<file path="config.mk">
export PLATFORM = sky130hd
export DESIGN_NAME = seq_detect_ctrl
export DESIGN_NICKNAME = d
export VERILOG_FILES = /design/src/rtl/seq_detect_ctrl.sv
export SDC_FILE = /design/constraint.sdc
export NUM_CORES = 1
export LEC_CHECK = 0
export CAP_MARGIN = 10
export CORE_ASPECT_RATIO = 1.75
export CORE_MARGIN = 2
export CORE_UTILIZATION = 35
export CTS_CLUSTER_SIZE = 10
export DETAILED_ROUTE_END_ITERATION = 7
export PLACE_DENSITY_LB_ADDON = 0.12
export SLEW_MARGIN = 0
export SYNTH_ARGS = -nofsm -noshare
export SYNTH_HDL_FRONTEND = slang
export SYNTH_SLANG_ARGS = --single-unit
</file>
<file path="constraint.sdc">
create_clock -name clk -period 1.9 [get_ports clk]
set_input_delay 0.38 -clock clk [delete_from_list [all_inputs] [get_ports clk]]
set_output_delay 0.38 -clock clk [all_outputs]
set_load 0.1 [all_outputs]
</file>
<file path="src/rtl/seq_detect_ctrl.sv">
// Programmable serial 4-bit pattern detector with an armed, length-bounded
// detection window, match pulse, saturating match counter and done pulse.
module seq_detect_ctrl #(
  parameter int unsigned LEN_W = 8,
  parameter int unsigned CNT_W = 8
) (
  input  logic             clk,
  input  logic             reset,
  input  logic             start,
  input  logic             abort,
  input  logic [3:0]       cfg_pattern,
  input  logic             cfg_overlap,
  input  logic [LEN_W-1:0] cfg_len,
  input  logic             x,
  input  logic             x_valid,
  output logic             busy,
  output logic             z,
  output logic             done,
  output logic [CNT_W-1:0] match_count
);

  localparam logic [1:0] IDLE = 2'd0;
  localparam logic [1:0] RUN  = 2'd1;
  localparam logic [1:0] DONE = 2'd2;

  localparam logic [2:0]       FILL_FULL = 3'd4;
  localparam logic [CNT_W-1:0] CNT_MAX   = '1;

  logic [1:0]       state, state_next;
  logic [3:0]       pat, pat_next;
  logic             ovl, ovl_next;
  logic [LEN_W-1:0] len, len_next;
  logic [3:0]       hist, hist_next;
  logic [2:0]       fill, fill_next;
  logic [LEN_W-1:0] bits_seen, bits_seen_next;
  logic [CNT_W-1:0] count_next;
  logic             z_next;

  logic [3:0]       hist_shift;
  logic [2:0]       fill_inc;
  logic [LEN_W-1:0] seen_inc;
  logic             hit;

  // Next-state, window bookkeeping and match evaluation
  always_comb begin
    state_next     = state;
    pat_next       = pat;
    ovl_next       = ovl;
    len_next       = len;
    hist_next      = hist;
    fill_next      = fill;
    bits_seen_next = bits_seen;
    count_next     = match_count;
    z_next         = 1'b0;
    hit            = 1'b0;

    hist_shift = {hist[2:0], x};
    fill_inc   = (fill == FILL_FULL) ? FILL_FULL : fill + 3'd1;
    seen_inc   = bits_seen + LEN_W'(1);

    case (state)
      IDLE: begin
        if (start) begin
          pat_next       = cfg_pattern;
          ovl_next       = cfg_overlap;
          len_next       = cfg_len;
          hist_next      = 4'd0;
          fill_next      = 3'd0;
          bits_seen_next = '0;
          count_next     = '0;
          state_next     = (cfg_len != '0) ? RUN : DONE;
        end
      end
      RUN: begin
        // Abort takes priority over a bit arriving on the same edge
        if (abort) begin
          state_next = IDLE;
        end else if (x_valid) begin
          hit            = (fill_inc == FILL_FULL) && (hist_shift == pat);
          hist_next      = hist_shift;
          fill_next      = (hit && !ovl) ? 3'd0 : fill_inc;
          bits_seen_next = seen_inc;
          if (hit) begin
            z_next = 1'b1;
            if (match_count != CNT_MAX) begin
              count_next = match_count + CNT_W'(1);
            end
          end
          if (seen_inc == len) begin
            state_next = DONE;
          end
        end
      end
      DONE: begin
        state_next = IDLE;
      end
      default: begin
        state_next = IDLE;
      end
    endcase
  end

  // State and registered outputs; busy/done decode the next state so they track it exactly
  always_ff @(posedge clk) begin
    if (reset) begin
      state       <= IDLE;
      pat         <= 4'd0;
      ovl         <= 1'b0;
      len         <= '0;
      hist        <= 4'd0;
      fill        <= 3'd0;
      bits_seen   <= '0;
      match_count <= '0;
      z           <= 1'b0;
      busy        <= 1'b0;
      done        <= 1'b0;
    end else begin
      state       <= state_next;
      pat         <= pat_next;
      ovl         <= ovl_next;
      len         <= len_next;
      hist        <= hist_next;
      fill        <= fill_next;
      bits_seen   <= bits_seen_next;
      match_count <= count_next;
      z           <= z_next;
      busy        <= (state_next == RUN);
      done        <= (state_next == DONE);
    end
  end

endmodule

</file>
* Word level (Yosys, flattened, before mapping)
Cells that the tools add are included.
** Word-level totals
- Register bits after elaboration :: 40
- Latch bits :: 0
- Memory bits (writable) :: 0
- Memory bits (read-only) :: 0
- Bits of input ports :: 19
- Output and inout port bits :: 11
- Word-level logic and storage cells :: 65
- Memories kept :: 0
** Cells by class
- Add/sub/neg operators :: 3
- Multiply operators :: 0
- Div/mod/pow operators :: 0
- Magnitude comparators :: 0
- Equality and inequality tests :: 13
- Shift-type cells :: 0
- Mux-type cells :: 26
- Bitwise gates (word level) :: 2
- Reductions and logical operators :: 10
** Operators with widths (count)
- 8-bit 2-to-1 mux :: 7
- 8-bit one-hot mux with 2 select lines :: 2
- 3-bit 2-to-1 mux :: 8
- 8-bit by 1-bit adder with 8-bit output, second input constant :: 2
- 3-bit one-hot mux with 2 select lines :: 2
- 2-bit 2-to-1 mux :: 5
- 2-bit != test, second input constant :: 5
- 8-bit equality test :: 1
- 8-bit != test, second input constant :: 1
- 8-bit nonzero test :: 1
- 3-bit equality test, second input constant :: 2
- 6-bit AND reduction :: 1
- 2-bit by 1-bit equality test with 1-bit output, second input constant :: 2
- 4-bit equality test :: 1
- 2-bit one-hot mux with 2 select lines :: 1
- 4-bit AND reduction :: 1
- 4-bit OR reduction :: 1
- 3-bit by 1-bit adder with 3-bit output, second input constant :: 1
- 2-bit equality test, second input constant :: 1
- 1-bit logical AND :: 2
- 2-bit zero test :: 1
- 1-bit inverter :: 2
- 2-bit AND reduction :: 1
- 2-bit nonzero test :: 1
- other kinds (2) :: 2

* Depth between registers and ports, before layout
- Word-level depth :: 9
- Depth in mapped cells :: 8
- Mapped depth without buffers :: 7

* Worst setup path after synthesis
No wires, ideal clock.
- Path kind :: flip-flop to flip-flop
- From :: reg match_count[0]
- To :: reg match_count[3]
- Library setup time :: 71 ps
- Data arrival time :: 2293 ps
- Required time :: 1829 ps
- Slack :: -464 ps
- Stages on the path, launching flop included :: 8
- Path buffers :: 1
- Clock period less this slack :: 2364 ps
- Path through :: dfxtp_1 -> ha_1 -> and4_1 -> a221oi_2 -> a31oi_1 -> buf_2 -> or3_1 -> a21oi_1
** Between the ends
- Longest elaborated chain between the ends :: 6
- Elaborated cells on any way between the ends :: 9
- Those cells by class :: add/sub (1); eq/ne (2); mux (5); reduce/logical (1)
** Ends and longest elaborated chain
- from (decl) :: RTL line 19 : output logic [CNT_W-1:0] match_count
- from (signal assigned) :: RTL line 125 : match_count <= count_next;
- 8-bit by 1-bit adder with 8-bit output :: RTL line 86 : count_next = match_count + CNT_W'(1);
- 8-bit 2-to-1 mux :: RTL line 85 : if (match_count != CNT_MAX) begin
- 8-bit 2-to-1 mux :: RTL line 83 : if (hit) begin
- 8-bit 2-to-1 mux :: RTL line 78 : end else if (x_valid) begin
- 8-bit 2-to-1 mux :: RTL line 76 : if (abort) begin
- 8-bit one-hot mux with 2 select lines :: RTL line 61 : case (state)
Several ways; a longest one is shown, not always the timed one. The select of a mux whose other input is x is not followed.
A chain may end at the register's enable or synchronous reset.

* Worst setup path after layout
- From :: reg fill[0]
- To :: reg match_count[7]
** Between the ends
- Longest elaborated chain between the ends :: 6
- Elaborated cells on any way between the ends :: 7
- Those cells by class :: add/sub (1); eq/ne (3); mux (1); reduce/logical (2)
** Ends and longest elaborated chain
- from (decl) :: RTL line 34 : logic [2:0] fill, fill_next;
- from (signal assigned) :: RTL line 123 : fill <= fill_next;
- 3-bit by 1-bit adder with 3-bit output or 3-bit equality test (tied branches) :: RTL line 58 : fill_inc = (fill == FILL_FULL) ? FILL_FULL : fill + 3'd1;
- 3-bit 2-to-1 mux (*) :: RTL line 58
- 3-bit equality test (*) :: RTL line 79 : hit = (fill_inc == FILL_FULL) && (hist_shift == pat);
- 1-bit logical AND (*) :: RTL line 79
- 2-bit != test (no source line) (*)
- 6-bit AND reduction (no source line) (*)
Every way passes the cells marked *; elsewhere a longest branch is shown, timed or not.

==> results.yml <==
status:
  outcome: "complete, but fails checks"
  failed_checks: "setup timing"
placed_design:
  dpl.hpwl_um: 3823
  dp_cells: 366
  portBuffers: 29
  routabilityCongestion: 0.8343
  dpl_cell_area_sq_mm: 0.002600
route:
  routed_via_density: 5.114
  dr.pass1.iters: 4
  ant_nets: 0
  routedWlPerCell_um: 13.56
  first_iter_violations: 59
  drc: 0
  vias: 1933
  drt-total-wl_um: 5126
global_route:
  grt_overflow: 0
  grt_pass1_wl_um: 8659
  grt_pass1_vias: 1901
  grtUsageTotal_pct: 18.46
  antenna_found_initial: 0
  grt_max_degree: 30
final_layout:
  layout.nets: 324
  layout.cells.non_filler: 378
  final_area_sq_mm: 0.002840
  drive_gt1_share_pct: 25.83
  area_growth_pct: 44.49
  n_antenna_cell: 0
synth:
  netlist.top_cell.by_area: "dfxtp_1"
  netlist.area_leader.share_pct: 40.74
  synth_ff_type: "dfxtp_1"
  synth_area_leaders: "dfxtp_1 41%, a21oi_1 7.6%, nand2_1 7.6%"
  ys_seq_area_share_pct: 40.74
  syn_area_per_cell_sq_um: 8.122
  syn-num-nets: 265
  ys_warn_count: 0
  ys_types: 41
  syn-instance-count: 242
  syn_area_sq_mm: 0.001966
  ys_ff_latch: 40
  async_reset_ff_share_pct: 0
  synth-edff-count: 0
cts:
  clk_latency_ns: 0.29
  cts_root_buffer: "clkbuf_8"
  holdBufCountCts: 0
  tritoncts: "done"
  path_clk_slew_ns: 0.08
  clock_sinks: 40
  cts-buffers-inserted: 5
  cts_max_path_buffers: 2
  ctsHtreeMaxLevel: 2
floorplan:
  die_area_sq_mm: 0.006255
  chipHeight_um: 103.1
  rows: 36
  start_util_pct: 35.77
  core_sq_mm: 0.005495
  io_pins: 30
  die_width_um: 60.65
timing:
  finalCriticalPeriod_ns: 1.965
  finalCritPeriodShare_pct: 103.4
  hold_viol: 0
  slew_viol_final: 0
  rsz0062_at_grt: "yes"
  finalClockSkew_ns: 0.007555
  setup_slack_ns: -0.06519
  setup_viol: 1
  max_freq_mhz: 508.9
  max_slew_margin_pct: 72.95
  tightest_slew_ns: 0.4021
critical_path:
  crit_chain: "inv_2, ha_4, nand2b_4, a211oi_4, a31oi_4, or4_4, a21oi_2"
  worstPathMaxFanout: 8
  arrival_ns: 2.19
  required_ns: 2.12
  max_stage_delay_ns: 0.56
  reg2reg_slack_ns: -0.07
  crit_type: "flop to flop"
  startpoint_type: "flop"
  cp-end-kind: "flop"
  crit_slowest_cell: "or4_4"
pwr:
  leakage_nw: 1.052
  internal_power_mw: 1.364
  comb_power_share_pct: 13.5
  ir_worst_vdd_v: 0.0004926
  p_per_area_mw_per_mm2: 638.2
  switching_power_mw: 0.4487
  p_seq_share_pct: 48.4
  swShare_pct: 24.75
  p_clk_share_pct: 38.1
run:
  max_cap_violations: 0
worst_hold_path:
  hp-class: "flop to flop"
==> timing repair <==
action                                  in CTS  in global routing
setup buffers                                3                  1
endpoints found under the setup margin       7                 14
pin swaps                                    5                  9
gates resized for setup                     10                 10
==> worst paths after layout <==
kind / startpoint / endpoint / depth (start not counted)
max: fill[0] / match_count[7] / 7
min: ovl / ovl / 2
max reg2reg: fill[0] / match_count[7] / 7
min reg2reg: ovl / ovl / 2
==> sequential cells by signal, summed over array words and instances, names as in the netlist, 2 cells and up <==
name	cells
bits_seen	8
fill	3
state	2
match_count	8
len	8
hist	3
pat	4
==> cells in the mapped netlist (2+ instances only) <==
cell,instances
xor2_1,6
a22oi_1,2
a31oi_1,6
and3_1,4
buf_2,2
xnor2_1,8
nand2b_1,3
o31a_1,2
clkbuf_1,10
nor2_1,17
nor3b_1,3
nand3_1,9
dfxtp_1,40
inv_1,4
nand4_1,2
a211oi_1,2
and4_1,4
and2_1,4
or3_1,3
nand3b_1,2
nand2_1,40
o21ai_0,11
o31ai_1,5
nor4_1,2
a21oi_1,30
or4_1,3
ha_1,4
==> kinds of logic (layout without fill, tap and decap cells) <==
kind of cell	Yosys count	in the layout	share of synthesized area, %
xor+xnor	14	14	6.238
buf+inv	16	76	3.183
flops	40	40	40.74
simple gates	101	101	26.10
compound gates	67	67	21.20
fa+ha+maj	4	4	2.546
==> power by group through the flow <==
stage	registers, mW	logic (mW)	clock network [mW]
global route	0.881	0.269	0.741
detailed placement	0.896	0.229	0
finish	0.877	0.245	0.691
CTS	0.876	0.240	0.716
floorplan	0.904	0.112	0
global placement	0.896	0.228	0
==> critical path: cells and delay by family (launching register included) <==
| family | cells | cell delay (ns) |
|---|---|---|
| AO/OA/AOI/OAI | 3 | 0.58 |
| adder cells (fa/ha/maj) | 1 | 0.23 |
| AND/OR/NAND/NOR | 2 | 0.70 |
| buffers and inverters | 1 | 0.05 |
| flip-flops | 1 | 0.34 |
==> placed cells by master (no fill, tap or decap), drive strengths merged, types with 3 or more instances in the layout <==
cell type and n:
nand3 9, o31ai 5, o21ai 11, buf 46
nand2b 3, xnor2 8, and4 4, or4 3
clkdlybuf4s50 15, nor3b 4, or3 3, a211oi 3
nor2 17, inv 4, clkbuf 6, a21oi 30
a31oi 6, xor2 6, dfxtp 40, and2 4
and3 4, ha 4, nand2 40
==> stage by stage <==
stage / util [%] / power (mW) / setup TNS (ns) / hold slack, ns / setup slack [ns]
after floorplan: - / 1.016 / 0 / 0.4363 / 0.003508
after detailed placement: 47.31 / 1.125 / -3.031 / 0.4563 / -0.4613
after global placement: 47.31 / 1.124 / -2.903 / 0.4442 / -0.4361
after global routing: 51.68 / 1.891 / -0.2883 / 0.4991 / -0.1178
after CTS: 50.55 / 1.832 / -0.1208 / 0.4692 / -0.05114
final: 51.68 / 1.813 / -0.06519 / 0.4676 / -0.06519
==> cell type report <==
| type | instances | area, sq um |
|---|---|---|
| fillers | 568 | 2655 |
| multi-input cells | 186 | 1212 |
| flip-flops and latches | 40 | 818.3 |
| repair buffers | 64 | 591.8 |
| well taps | 76 | 95.09 |
| clock buffers | 6 | 72.57 |
| clock inverters | 2 | 35.03 |
| inverters | 4 | 15.01 |
==> per-layer routing <==
layer,vias up,part of all wire (%),track usage (%)
li1,984,-,-
met1,920,39,18.55
met2,25,58,36.15
met3,4,1.9,3.137
met4,0,0.96,6.355
met5,-,0,0
Note: power is estimated with default switching activity, not from simulation.
